==> src/rtl/hdu_pkg.sv <==
// Shared constants and types for the ID-stage hazard detection unit.
package hdu_pkg;

  localparam int REG_ZERO  = 0;
  localparam int LAT_W_DEF = 4;

  typedef logic [LAT_W_DEF-1:0] lat_t;

  // Cycles a consumer waits after the producer issues; 0 means fully forwardable.
  localparam lat_t LAT_ALU  = lat_t'(0);
  localparam lat_t LAT_LOAD = lat_t'(1);
  localparam lat_t LAT_MUL  = lat_t'(3);
  localparam lat_t LAT_DIV  = lat_t'(15);

endpackage

==> src/rtl/hdu_flush_ctr.sv <==
// Control-hazard flush counter: stalls the cycle a jump is taken and
// FLUSH_CYCLES-1 further cycles; a new jump reloads the count.
module hdu_flush_ctr #(
  parameter int LAT_W        = 4,
  parameter int FLUSH_CYCLES = 2
) (
  input  logic clk,
  input  logic rst,
  input  logic jump_taken,
  output logic jump_stall
);

  logic [LAT_W-1:0] flush_cnt_reg;

  always_ff @(posedge clk) begin
    if (!rst) begin
      flush_cnt_reg <= '0;
    end else if (jump_taken) begin
      flush_cnt_reg <= LAT_W'(FLUSH_CYCLES - 1);
    end else if (flush_cnt_reg != '0) begin
      flush_cnt_reg <= flush_cnt_reg - 1'b1;
    end
  end

  assign jump_stall = jump_taken | (flush_cnt_reg != '0);

endmodule

==> src/rtl/hdu_scoreboard.sv <==
// Per-register pending-write scoreboard: RAW and WAW detection for the ID stage
// plus the control-flush stall.
module hdu_scoreboard
  import hdu_pkg::*;
#(
  parameter int REGFILE_LEN  = 6,
  parameter int NUM_SRC      = 3,
  parameter int LAT_W        = LAT_W_DEF,
  parameter int FLUSH_CYCLES = 2
) (
  input  logic                            clk,
  input  logic                            rst,
  input  logic [NUM_SRC*REGFILE_LEN-1:0]  rs_IF_ID,
  input  logic [NUM_SRC-1:0]              rs_valid_IF_ID,
  input  logic                            issue_valid,
  input  logic [REGFILE_LEN-1:0]          rd_issue,
  input  logic                            rd_wr_issue,
  input  logic [LAT_W-1:0]                lat_issue,
  input  logic                            jump_taken_IF_ID,
  output logic                            data_stall,
  output logic                            jump_stall,
  output logic                            stall,
  output logic [2**REGFILE_LEN-1:0]       pending_mask
);

  localparam int NUM_REGS = 2**REGFILE_LEN;
  localparam logic [REGFILE_LEN-1:0] REG_X0 = REGFILE_LEN'(REG_ZERO);

  logic [NUM_REGS-1:0][LAT_W-1:0] cnt_reg;
  logic [NUM_SRC-1:0]             raw;
  logic                           waw;
  logic                           accept;
  logic                           load_en;

  genvar gi;
  generate
    for (gi = 0; gi < NUM_SRC; gi++) begin : g_src
      logic [REGFILE_LEN-1:0] rs_idx;
      assign rs_idx  = rs_IF_ID[gi*REGFILE_LEN +: REGFILE_LEN];
      assign raw[gi] = rs_valid_IF_ID[gi] && (rs_idx != REG_X0) && (cnt_reg[rs_idx] != '0);
    end

    for (gi = 0; gi < NUM_REGS; gi++) begin : g_mask
      assign pending_mask[gi] = (cnt_reg[gi] != '0);
    end
  endgenerate

  // An older, longer write still in flight must retire before a shorter one.
  assign waw = issue_valid && rd_wr_issue && (rd_issue != REG_X0) &&
               (cnt_reg[rd_issue] > lat_issue);

  assign data_stall = (|raw) | waw;
  assign stall      = data_stall | jump_stall;
  assign accept     = issue_valid & ~stall;
  assign load_en    = accept & rd_wr_issue & (rd_issue != REG_X0);

  always_ff @(posedge clk) begin
    if (!rst) begin
      cnt_reg <= '0;
    end else begin
      cnt_reg[0] <= '0;
      for (int r = 1; r < NUM_REGS; r++) begin
        if (load_en && (rd_issue == REGFILE_LEN'(r))) begin
          cnt_reg[r] <= lat_issue;
        end else if (cnt_reg[r] != '0) begin
          cnt_reg[r] <= cnt_reg[r] - 1'b1;
        end
      end
    end
  end

  hdu_flush_ctr #(
    .LAT_W        (LAT_W),
    .FLUSH_CYCLES (FLUSH_CYCLES)
  ) u_flush_ctr (
    .clk        (clk),
    .rst        (rst),
    .jump_taken (jump_taken_IF_ID),
    .jump_stall (jump_stall)
  );

endmodule

==> config.mk <==
export PLATFORM = sky130hd
export DESIGN_NAME = hdu_scoreboard
export DESIGN_NICKNAME = d
export VERILOG_FILES = /design/src/rtl/hdu_pkg.sv /design/src/rtl/hdu_flush_ctr.sv /design/src/rtl/hdu_scoreboard.sv
export SDC_FILE = /design/constraint.sdc
export NUM_CORES = 1
export LEC_CHECK = 0
export CAP_MARGIN = 20
export CELL_PAD_IN_SITES_DETAIL_PLACEMENT = 1
export CELL_PAD_IN_SITES_GLOBAL_PLACEMENT = 1
export CORE_ASPECT_RATIO = 1.25
export CORE_MARGIN = 3
export CORE_UTILIZATION = 31
export DETAILED_ROUTE_END_ITERATION = 7
export DONT_BUFFER_PORTS = 1
export GPL_TIMING_DRIVEN = 1
export PLACE_DENSITY = 0.62
export SYNTH_ARGS = -nofsm -noshare
export SYNTH_HDL_FRONTEND = slang
export SYNTH_SLANG_ARGS = --single-unit
export TNS_END_PERCENT = 20
==> constraint.sdc <==
create_clock -name clk -period 6.65 [get_ports clk]
set_input_delay 1.33 -clock clk [delete_from_list [all_inputs] [get_ports clk]]
set_output_delay 1.33 -clock clk [all_outputs]
set_load 0.02 [all_outputs]
== Word-level counts from Yosys, hierarchy flattened ==
Cells that the tools add are included.

* Input port bits: 36
* Register bits after elaboration: 260
* Word-level logic and storage cells: 552

* Equal/unequal tests: 63
* Reductions and logical operators: 210
* Multiplexer cells: 136
* $lt $le $gt $ge: 5
* Add/sub/neg operators: 64
* Bitwise operators: 8

{| class="wikitable"
|+ Operators by type and width
! cell !! count
|-
| two-way mux 4 bit || 130
|-
| nonzero test 4 bit || 68
|-
| subtractor 4 x 1 -> 4 bit (second input constant) || 64
|-
| equality test 6 bit (second input constant) || 32
|-
| nonzero test 2 bit || 64
|-
| binary-select mux 4 bit (select 6 bit) || 4
|-
| equality test 6 x 5 -> 1 bit (second input constant) || 16
|-
| logical AND 1 bit || 72
|-
| equality test 6 x 4 -> 1 bit (second input constant) || 8
|-
| < comparator 6 x 7 -> 1 bit (second input constant) || 4
|-
| equality test 6 x 3 -> 1 bit (second input constant) || 4
|-
| nonzero test 6 bit || 4
|-
| equality test 6 x 2 -> 1 bit (second input constant) || 2
|-
| equality test 6 x 1 -> 1 bit (second input constant) || 1
|-
| > comparator 4 bit || 1
|-
| bitwise AND 1 bit || 3
|-
| bitwise OR 1 bit || 3
|-
| OR reduction 3 bit || 1
|-
| two-way mux 1 bit || 2
|-
| NOT 1 bit || 2
|-
| OR reduction 2 bit || 1
|}

== Logic depth before layout (Yosys ltp) ==
* Depth in word-level cells: 13
* Mapped depth: 18
* Gate-level depth less buffers: 14

== Cells and area by module ==
Synthesis repeated with hierarchy kept, for this count alone.

* Cells, all modules: 2371
* Area total of the unflattened synthesis: 21755.9 um^2

{| class="wikitable"
|+ By module, submodules not included
! module !! cells an instance !! area each (um^2) !! seq. area each (um^2) !! instances
|-
| hdu_scoreboard || 2350 || 21544.4 || 5044.8 || 1
|-
| hdu_flush_ctr || 21 || 211.5 || 80.1 || 1
|}

== Worst setup path before layout ==
OpenSTA, ideal clock, no wires.

* Path kind: input to output
* From: input port rd_issue[0]
* To: output port stall
* Data required time: 5.320 ns
* Path buffers: 3
* Stages on the path: 13
* Arrival: 4.923 ns
* Slack: 0.397 ns
* Cells stage by stage: buf_2 buf_1 mux4_2 mux4_2 mux4_2 ha_1 nor2b_1 o21ai_0 nand2b_1 a21oi_1 o2bb2ai_1 clkbuf_1 or3_1

* Longest elaborated chain between the ends: 6
* Elaborated cells on any way between the ends: 8

{| class="wikitable"
|+ RTL lines
! what !! RTL line !! RTL
|-
| start: declaration || hdu_scoreboard.sv:16 || <nowiki>input logic [REGFILE_LEN-1:0] rd_issue,</nowiki>
|-
| binary-select mux 4 bit (select 6 bit) || hdu_scoreboard.sv:50 || <nowiki>(cnt_reg[rd_issue] > lat_issue);</nowiki>
|-
| two-way mux 4 bit (implied by the code) || hdu_scoreboard.sv:50 ||
|-
| > comparator 4 bit || hdu_scoreboard.sv:50 ||
|-
| logical AND 1 bit (*) || hdu_scoreboard.sv:49 || <nowiki>assign waw = issue_valid && rd_wr_issue && (rd_issue != REG_X0) &&</nowiki>
|-
| bitwise OR 1 bit (*) || hdu_scoreboard.sv:52 || <nowiki>assign data_stall = (|raw) | waw;</nowiki>
|-
| bitwise OR 1 bit (*) || hdu_scoreboard.sv:53 || <nowiki>assign stall = data_stall | jump_stall;</nowiki>
|-
| end: declaration || hdu_scoreboard.sv:22 || <nowiki>output logic stall,</nowiki>
|}

Every way passes the cells marked *; elsewhere a longest branch is shown, timed or not. The select of a mux whose other input is x is not followed.

== Worst setup path in the final report ==
Same ends and word-level chain as after synthesis.

==> impl_results.md <==
- Status: finished, final reports clean
- Hold WC Path Type: reg2reg
- Mapped Nets: between 2000 and 2500
- Nets: approximately 2400
- CP required: roughly 5300 ps
- Fin util: between 30% and 40%
- Main synth FF type: dfxtp_1
- Async SR Flop Fraction: 0%
- Yosys reg bits: approximately 260
- Largest register FFs: 252
- Final setup viols: 0
- Drt first pass iters: 5
- GRT Overall Usage: about 22%
- Worst path max stage delay: 540 ps
- Share of the synthesized area in the top cell type: about 23%
- H-tree levels: 1
- Clock Latency Late Sink: between 500 and 600 ps
- Crit. Startpoint: rd_issue[0]
- Pwr per Cell Area: 503 nW/um^2
- Initial core utilization: a little under a third
- Mapped Avg Cell Area: 9.59 sq um
- Startpoint Class: primary input
- Top routing layer in use: met4
- Num CTS Buffers: 31
- Synth unique cells: ~80
- Setup TNS: 0 ps
- Met3 wire len: between 6000 and 7000 um
- Tightest Pin Transition: 1070 ps
- Critical path, cell by cell: mux4_2 -> mux4_2 -> mux4_2 -> ha_1 -> nor2b_1 -> o21ai_0 -> nand2b_1 -> a21oi_1 -> o2bb2ai_4 -> or3_1
- Pin count of the biggest net entering global routing: approximately 260
- Crit Path Class: in2out
- Layout cells sized above 1: between 10% and 20%
- Port Buffers: 0
- Max rail drop VDD: 247 uV
- Die width: about 250 um
- Placeable Area: between 70000 and 80000 sq um
- Skew final: about 12 ps
- WHS Path Cells: 2
- Total power: between 10 and 15 mW
- Grt ovf: 0
- Final HPWL DP: 61500 um
- Full die area: 75000 sq um
- YS warnings: 0
- Yosys top cell by area: dfxtp_1
- R2r worst-path depth: 12
- Worst r2r dst: cnt_reg[253]$_SDFFE_PN0P_
- CTS tree: built
- Top Ports: 103
- Critical Path AT: roughly 4500 ps
- Post CTS Setup Buffer Count: 0
- Tcrit/Tclk final: 88.2%
- Placer Congestion: between 0.8 and 0.9
- Core Rows: about 110
- Clock-pin slew on the worst setup and hold paths: around 60 ps
- Syn Inst Count: between 2000 and 2500
- RSZ-0062 raised after global routing: no
- Area growth syn-to-layout: 5.38%
- Via density per instance: just under 6
- Crit path max-delay family: multiplexers
- Drt total wl: 84800 um
- Initial antenna violation count: 0
- Antenna viol nets, final: 0
- P_leak: about 11 nW
- Antenna cells: 0
- Max Cap Viol: 0
- Maximum clock frequency: ~0.17 GHz
- R2r setup slk: around 2300 ps
- Hold-fix buffers, CTS: 0
- Hold path start: u_flush_ctr.flush_cnt_reg[1]$_SDFFE_PP0P_
- Critical Path Fanout Max: 71
- Worst r2r src: cnt_reg[177]$_SDFFE_PN0P_
- Resize count post-CTS: 0
- DRC: 0
- First-pass GRT wire length: ~130000 um
- Via count of the first global-routing pass: 19674
- Final critical-path required period: between 5000 and 6000 ps
- Routed length on met1: around 32000 um
- Top post-synthesis cells by area: dfxtp_1 (23%), mux2i_1 (12%), mux4_2 (12%)
- Hold Vio Cnt, Final: 0
- Min-Delay Endpoint: u_flush_ctr.flush_cnt_reg[1]$_SDFFE_PP0P_
- Crit. End Element: output pin
- Mapped cell area: around 22000 sq um
- Iter 0 DRT Violations: approximately 1400
- Buf+Inv Stages, Crit Path: 0
- Fin. max-slew vios: 0
- Post-synthesis sequential area ratio: 23.1%
- Met2 WL: around 42000 um
- CTS root buf: clkbuf_16
- Via count: 18655
- Die H: between 300 and 400 um
- Relative slew slack: roughly 28%
- Routed len/inst: roughly 27 um
- Fillcell total: roughly 8100
- Crit path max-delay cell type: mux4_2
- Post-synth EDFFs: 0
- CP dominant cell by count: mux4_2
- CTS sink cnt: approximately 260
- CTS max path bufs: 3
-- metal layers --
layer / track usage (%) / vias up
met3: 4.90 / 207
li1: - / 8239
met2: 38.9 / 657
met5: 0 / -
met1: 25.3 / 9552
met4: 10.5 / 0
-- worst register-to-register path: cells and delay by family, from the launching register on --
kind | cells | cell delay [ps]
compound gates | 3 | 460
buf+inv | 1 | 680
flops | 1 | 400
simple gates | 3 | 630
mux | 4 | 1760
fa+ha+maj | 1 | 320
-- worst max path at each step --
stage,slack [ps],cells after the start,endpoint
after CTS,830,10,stall
final,790,10,stall
after detailed placement,800,10,stall
after global placement,830,10,stall
after global routing,680,10,stall
after floorplan,400,13,stall
-- where the power goes --
part / leakage [nW] / switching, mW / total, mW / internal, mW
sequential: 2.12 / 1.16 / 3.35 / 2.20
clock: 0.523 / 0.767 / 1.81 / 1.05
combinational: 8.72 / 3.81 / 6.62 / 2.81
total: 11.4 / 5.73 / 11.8 / 6.05
-- placed cells by master, fill, tap and decap left out, drive strengths merged, types with 19 or more instances in the layout --
cell and instances:
inv 171, nor3 141, nor4 48, xnor2 64, nand2 278, ha 132, a21o 54, mux2i 269
mux4 118, or3 56, nand4b 64, xor2 64, nand3 78, a21oi 19, nor2 96, o211ai 41
clkbuf 41, nor3b 29, dfxtp 256, o21ai 52
-- synthesized netlist by cell type, types with 10 or more instances --
cell,number
o21ai_0,52
nor3_1,141
nor2_1,96
clkbuf_8,18
nor4_1,48
xnor2_1,64
nor3b_1,29
dfxtp_1,256
ha_1,132
nor4b_1,10
mux4_2,115
mux2i_1,269
or3_1,55
nand4b_4,59
mux2_2,12
clkbuf_1,33
buf_2,18
xor2_1,64
a211oi_1,12
nand3_1,78
buf_1,10
dlygate4sd3_1,30
nand2_1,272
inv_1,168
o211ai_1,41
a21oi_1,19
a21o_1,54
-- cell type report --
class	count	area (sq um)	area share [%]
flip-flops and latches	256	5120	21.9
clock inverters	16	168	0.716
clock buffers	41	883	3.77
multi-input cells	1750	15300	65.5
inverters	170	638	2.72
well taps	943	1180	5.04
repair buffers	11	95.1	0.406
-- stage by stage --
stage | hold WS [ps] | setup WS (ps) | area, sq um | cells
2_1_floorplan | 480 | 397 | 22200 | 2319
3_3_place_gp | 492 | 831 | 22400 | 3130
3_5_place_dp | 521 | 801 | 22400 | 3130
4_1_cts | 530 | 829 | 23400 | 3187
5_1_grt | 553 | 679 | 23400 | 3187
6_report | 537 | 785 | 23400 | 3187
-- cells by family after synthesis --
group | Yosys count | share of synthesized area [%]
muxes | 399 | 24.7
other | 1 | 0.0169
DFF | 256 | 23.1
and+or+nand+nor | 841 | 23.5
adders and majority gates | 132 | 7.43
xor gates and xnor gates | 128 | 5.04
AOI/OAI and AO/OA | 249 | 8.00
buffers and inverters | 313 | 8.19
No activity file was read; power rests on OpenSTA's default activity.
